[src/rtl/fir_pkg.sv]
// Shared sizing and types for the transposed-form FIR filter.
package fir_pkg;

   localparam int unsigned DefTaps = 6;
   localparam int unsigned DefDw   = 16;
   localparam int unsigned DefCw   = 14;
   localparam int unsigned DefOw   = DefDw + DefCw + 3;

   typedef logic signed [DefDw-1:0] sample_t;
   typedef logic signed [DefCw-1:0] coef_t;
   typedef logic signed [DefOw-1:0] acc_t;
   typedef logic [DefTaps-1:0][DefCw-1:0] coef_arr_t;

endpackage

[src/rtl/fir_coef_bank.sv]
// Double-buffered coefficient storage: writes land in a shadow bank and a commit
// copies the whole shadow bank into the active bank in one edge.
module fir_coef_bank
   import fir_pkg::*;
#(
   parameter int unsigned TAPS = DefTaps,
   parameter int unsigned CW   = DefCw
) (
   input  logic                       clk,
   input  logic                       reset,
   input  logic                       we_i,
   input  logic [2:0]                 addr_i,
   input  logic [CW-1:0]              data_i,
   input  logic                       commit_i,
   output logic [TAPS-1:0][CW-1:0]    active_o
);

   logic [TAPS-1:0][CW-1:0] shadow_q, shadow_d;
   logic [TAPS-1:0][CW-1:0] active_q, active_d;

   always_comb begin
      shadow_d = shadow_q;
      // Full-width address compare so out-of-range addresses never alias onto a tap.
      for (int k = 0; k < int'(TAPS); k++) begin
         if (we_i && (addr_i == 3'(k))) begin
            shadow_d[k] = data_i;
         end
      end
      // Commit copies the pre-write shadow contents.
      active_d = commit_i ? shadow_q : active_q;
   end

   always_ff @(posedge clk) begin
      if (!reset) begin
         shadow_q <= '0;
         active_q <= '0;
      end else begin
         shadow_q <= shadow_d;
         active_q <= active_d;
      end
   end

   assign active_o = active_q;

endmodule

[src/rtl/transposed_fir_filter.sv]
// Transposed-form FIR: each sample is broadcast to every tap multiplier and partial
// sums ripple toward the output register, giving one adder per stage and 1-cycle latency.
module transposed_fir_filter
   import fir_pkg::*;
#(
   parameter int unsigned TAPS = DefTaps,
   parameter int unsigned DW   = DefDw,
   parameter int unsigned CW   = DefCw,
   parameter int unsigned OW   = DW + CW + 3
) (
   input  logic                 clk,
   input  logic                 reset,
   input  logic                 in_valid,
   input  logic [DW-1:0]        a,
   input  logic                 coef_we,
   input  logic [2:0]           coef_addr,
   input  logic [CW-1:0]        coef_data,
   input  logic                 coef_commit,
   input  logic                 flush,
   output logic                 out_valid,
   output logic [OW-1:0]        b,
   output logic                 primed
);

   localparam int unsigned PW   = DW + CW;
   localparam int unsigned CntW = $clog2(TAPS + 1);

   logic [TAPS-1:0][CW-1:0] coef;

   logic signed [PW-1:0] mult [TAPS];
   logic signed [OW-1:0] prod [TAPS];

   logic signed [OW-1:0] s_q [1:TAPS-1];
   logic signed [OW-1:0] s_d [1:TAPS-1];
   logic signed [OW-1:0] b_q, b_d;
   logic [CntW-1:0]      cnt_q, cnt_d;
   logic                 out_valid_q, out_valid_d;
   logic                 primed_q, primed_d;

   fir_coef_bank #(
      .TAPS (TAPS),
      .CW   (CW)
   ) u_coef_bank (
      .clk      (clk),
      .reset    (reset),
      .we_i     (coef_we),
      .addr_i   (coef_addr),
      .data_i   (coef_data),
      .commit_i (coef_commit),
      .active_o (coef)
   );

   always_comb begin
      for (int k = 0; k < int'(TAPS); k++) begin
         mult[k] = PW'($signed(coef[k])) * PW'($signed(a));
         prod[k] = OW'(mult[k]);
      end
   end

   always_comb begin
      s_d         = s_q;
      b_d         = b_q;
      cnt_d       = cnt_q;
      out_valid_d = 1'b0;
      if (flush) begin
         for (int k = 1; k < int'(TAPS); k++) begin
            s_d[k] = '0;
         end
         cnt_d = '0;
      end else if (in_valid) begin
         s_d[TAPS-1] = prod[TAPS-1];
         for (int k = 1; k < int'(TAPS) - 1; k++) begin
            s_d[k] = prod[k] + s_q[k+1];
         end
         b_d         = prod[0] + s_q[1];
         out_valid_d = 1'b1;
         if (cnt_q != CntW'(TAPS)) begin
            cnt_d = cnt_q + 1'b1;
         end
      end
      primed_d = (cnt_d == CntW'(TAPS));
   end

   always_ff @(posedge clk) begin
      if (!reset) begin
         for (int k = 1; k < int'(TAPS); k++) begin
            s_q[k] <= '0;
         end
         b_q         <= '0;
         cnt_q       <= '0;
         out_valid_q <= 1'b0;
         primed_q    <= 1'b0;
      end else begin
         s_q         <= s_d;
         b_q         <= b_d;
         cnt_q       <= cnt_d;
         out_valid_q <= out_valid_d;
         primed_q    <= primed_d;
      end
   end

   assign b         = b_q;
   assign out_valid = out_valid_q;
   assign primed    = primed_q;

endmodule

[config.mk]
export PLATFORM = sky130hd
export DESIGN_NAME = transposed_fir_filter
export DESIGN_NICKNAME = d
export VERILOG_FILES = /design/src/rtl/fir_pkg.sv /design/src/rtl/fir_coef_bank.sv /design/src/rtl/transposed_fir_filter.sv
export SDC_FILE = /design/constraint.sdc
export NUM_CORES = 2
export LEC_CHECK = 0
export ABC_CLOCK_PERIOD_IN_PS = 22200
export CAP_MARGIN = 20
export CORE_ASPECT_RATIO = 0.6
export CORE_MARGIN = 2
export CORE_UTILIZATION = 50
export DETAILED_ROUTE_END_ITERATION = 8
export PLACE_DENSITY_LB_ADDON = 0.15
export SLEW_MARGIN = 15
export SYNTH_ARGS = -nofsm -noshare
export SYNTH_HDL_FRONTEND = slang
export SYNTH_HIERARCHICAL = 1
export SYNTH_SLANG_ARGS = --single-unit
[constraint.sdc]
create_clock -name clk -period 22.2 [get_ports clk]
set_clock_uncertainty 0.1 [all_clocks]
set_input_delay 4.44 -clock clk [delete_from_list [all_inputs] [get_ports clk]]
set_output_delay 4.44 -clock clk [all_outputs]
set_load 0.03 [all_outputs]
==> reports/results.tsv <==
metric	value	unit
total CTS buffers	43	
Crit path largest cell delay	0.83	ns
dpl hpwl	151000	um
Synth warnings	6	
H-Tree Level Count	2	
filler instances	13300	
worst reg-to-reg setup slack	14.02	ns
most used cell, CP	fa_1	
row count	108	
final period utilization	0.564	
# DRC	0	
Iteration-0 DRC Markers	4011	
Slew @ Worst Pin	1.12	ns
Crit Path Class	in -> reg	
Fin Setup TNS	0	ns
Int Power	1.29	mW
Startpoint Class	input port	
CTS tree	built	
number of synthesized flops with an enable pin	0	
final number of setup-violating endpoints	0	
crit path buf inv count	6	
wirelength, routed	196000	um
Seq pwr share	0.349	
Syn Area/Cell	9.20	um2
Avg WL per Cell	20.1	um
worst r2r src	u_coef_bank/active_o[56]$_SDFFE_PN0P_	
max_cap viols	0	
placed insts	9618	
Port Buf Inserts	73	
# IOs	74	
RePlAce Congestion	0.883	
count of final hold-check violations	0	
VDD IR max	0.0000502	V
critical path's top delay family	adder cells	
Finished Layout Cells	9707	
most instantiated cells after synthesis	inv_1 (2047), fa_1 (1589), nand2_1 (856)	
RSZ-0062 raised after global routing	no	
critical path fanouts, max	56	
Area Overhead vs Synth	5.47	%
clk buf depth	3	
core area	144000	um2
Post-Synthesis Cells	7888	
Crit. End Element	flip-flop	
Post-CTS Setup Bufs	0	
ratio of cells with drive above 1 in the final layout	0.0247	
post_cts resized	0	
status	completed	
Slew Limit Fails	0	
fin nets	9897	
Hold Crit Class	reg -> reg	
register area	7330	um2
Distinct cells, synth	74	
Sw Ratio	0.340	
pre-CTS WS	9.07	ns
root buffer cell	clkbuf_16	
Static Leak	41.3	nW
first drt pass iteration count	5	
largest area contributor in the synthesized netlist	fa_1	
most frequently used flop master after synthesis	dfxtp_1	
worst-path cell chain	buf_2, buf_4, buf_4, nand2_1, inv_1, fa_1, fa_1, fa_1, fa_1, fa_1, inv_1, fa_1, inv_1, ha_1, and2_1, and3_1, a31oi_1, a21boi_0, a311oi_1, a21oi_1, o21ai_0, o21ai_0, xnor2_1, o21ai_0	
worst skew pair latency	0.67	ns
FF-to-FF End	s_q[62]$_SDFFE_PP0P_	
cell depth of the worst hold path	2	
source of the worst hold timing path	s_q[127]$_SDFFE_PP0P_	
total gr overflow	0	
Yosys top cell area share	0.438	
Gate power share	0.220	
Routed Antenna Nets	0	
vias per cell	5.21	
most frequent cell after synthesis	inv_1	
multi-input logic area	56300	um2
reg2reg path depth	22	
initial antenna violation count	6	
slowest CP cell	nand2_1	
largest cells by area after synthesis	fa_1 (44%), inv_1 (11%), dfxtp_1 (10%), ha_1 (9.1%), and2_1 (5.6%)	
DIE AREA	148000	um2
Critical Path AT	12.94	ns
FFs w/ async S/R, synth	0	
post-route setup slack	9.68	ns
Seq/Total Area, Yosys	0.101	
Synth Register Bits	366	
switching pwr	0.667	mW
clock group share of total power	0.431	
vias in the first global route	53500	
CP required	22.62	ns
cts hold-fix bufs	0	
clk sinks	366	
gr usage total	0.280	
Clk pin slew, worst setup/hold paths	0.06	ns
PD cells	25.6	nW/um2
Die Span X	496	um
largest net degree at the start of global routing	83	
min cycle time layout	12.52	ns
hold endpoint	s_q[127]$_SDFFE_PP0P_	
via count	50600	
Mapped Nets	10000	
die span in y	299	um
Starting Density	0.503	
Rel. slew slack	0.250	
maximum clock frequency	0.0799	GHz
Cell Area, Synth	72500	um2
first-pass GRT wire length	319000	um
## worst reg2reg max path, delay by kind of cell, from the launching register on
family	cells	cell delay, ns
simple gates	3	1.18
flops	1	0.91
xor+xnor	1	0.14
buf+inv	5	0.73
compound gates	6	1.89
fa+ha+maj	7	3.08
## worst max-delay path by stage
stage	start	endpoint	cells past startpoint
final	a[15]	s_q[131]$_SDFFE_PP0P_	24
after global routing	a[15]	s_q[131]$_SDFFE_PP0P_	24
after CTS	a[15]	s_q[131]$_SDFFE_PP0P_	24
after detailed placement	a[15]	s_q[131]$_SDFFE_PP0P_	24
after global placement	a[15]	s_q[131]$_SDFFE_PP0P_	24
after floorplan	a[15]	s_q[163]$_SDFFE_PP0P_	23
## power by group through the flow
| stage | clock, mW | combinational [mW] | sequential (mW) |
|---|---|---|---|
| floorplan | 0 | 0.287 | 0.692 |
| global placement | 0 | 0.419 | 0.698 |
| detailed placement | 0 | 0.425 | 0.698 |
| CTS | 0.859 | 0.428 | 0.683 |
| global route | 0.885 | 0.482 | 0.685 |
| finish | 0.845 | 0.432 | 0.684 |
## registers in the layout (all words and copies together), names as in the netlist
signal	flops
b	33
cnt_q	3
out_valid	1
primed	1
s_q	160
u_coef_bank/active_o	84
u_coef_bank/shadow_q	84
## routing by layer
metal,vias to the layer above,part of all wire,global-route usage
li1,22800,-,-
met1,25900,0.50,0.458
met2,1738,0.37,0.359
met3,162,0.11,0.0837
met4,2,0.018,0.0474
met5,-,0.000066,0.00317
## final cells by class
cell class	count	area share
Antenna cell	7	0.000229
Clock buffer	52	0.0154
Clock inverter	28	0.00558
Inverter	2048	0.100
Multi-Input combinational cell	5149	0.736
Sequential cell	366	0.0958
Tap cell	1925	0.0315
Timing Repair Buffer	132	0.0150
## cell usage in the layout (no fill, tap or decap), types with 8 or more instances in the layout
cell type,synthesis,final
inv_1,2047,2047
fa_1,1589,1589
nand2_1,856,855
and2_1,653,653
ha_1,529,529
dfxtp_1,366,366
mux2i_1,250,250
nor2_1,205,203
a21oi_1,160,160
nor2b_1,150,150
xnor2_1,146,146
o21ai_0,130,130
a21o_1,86,86
buf_4,1,63
xor2_1,57,57
clkdlybuf4s50_1,0,54
clkbuf_16,0,43
nand2b_1,36,35
nand3_1,28,28
nor3_1,28,28
a211oi_1,26,26
o21bai_1,24,24
a31oi_1,23,23
o21a_1,17,17
nand4_1,15,15
a211o_1,12,12
and3_1,12,12
o211ai_1,10,10
buf_2,17,9
o31ai_1,8,8
bufinv_16,0,8
## cells by family (layout without fill, tap and decap cells)
family          count (synthesis)  count (layout)  share of synthesized area
mux                           254             254                     0.0351
compound gates                557             557                     0.0492
buf+inv                      2373            2260                      0.123
other cells                     0               7                          0
xor+xnor                      203             203                     0.0245
flops                         366             366                      0.101
fa+ha+maj                    2118            2118                      0.530
simple gates                 2017            2017                      0.137
## through the flow
step	cell area (um2)	hold WS (ns)	util	power (mW)
floorplan	72500	0.325	-	0.979
global placement	74800	0.339	0.519	1.12
detailed placement	74900	0.342	0.519	1.12
CTS	76500	0.350	0.530	1.97
global route	76500	0.371	0.530	2.05
finish	76500	0.353	0.530	1.96
Power figures use the tool's default switching activity.
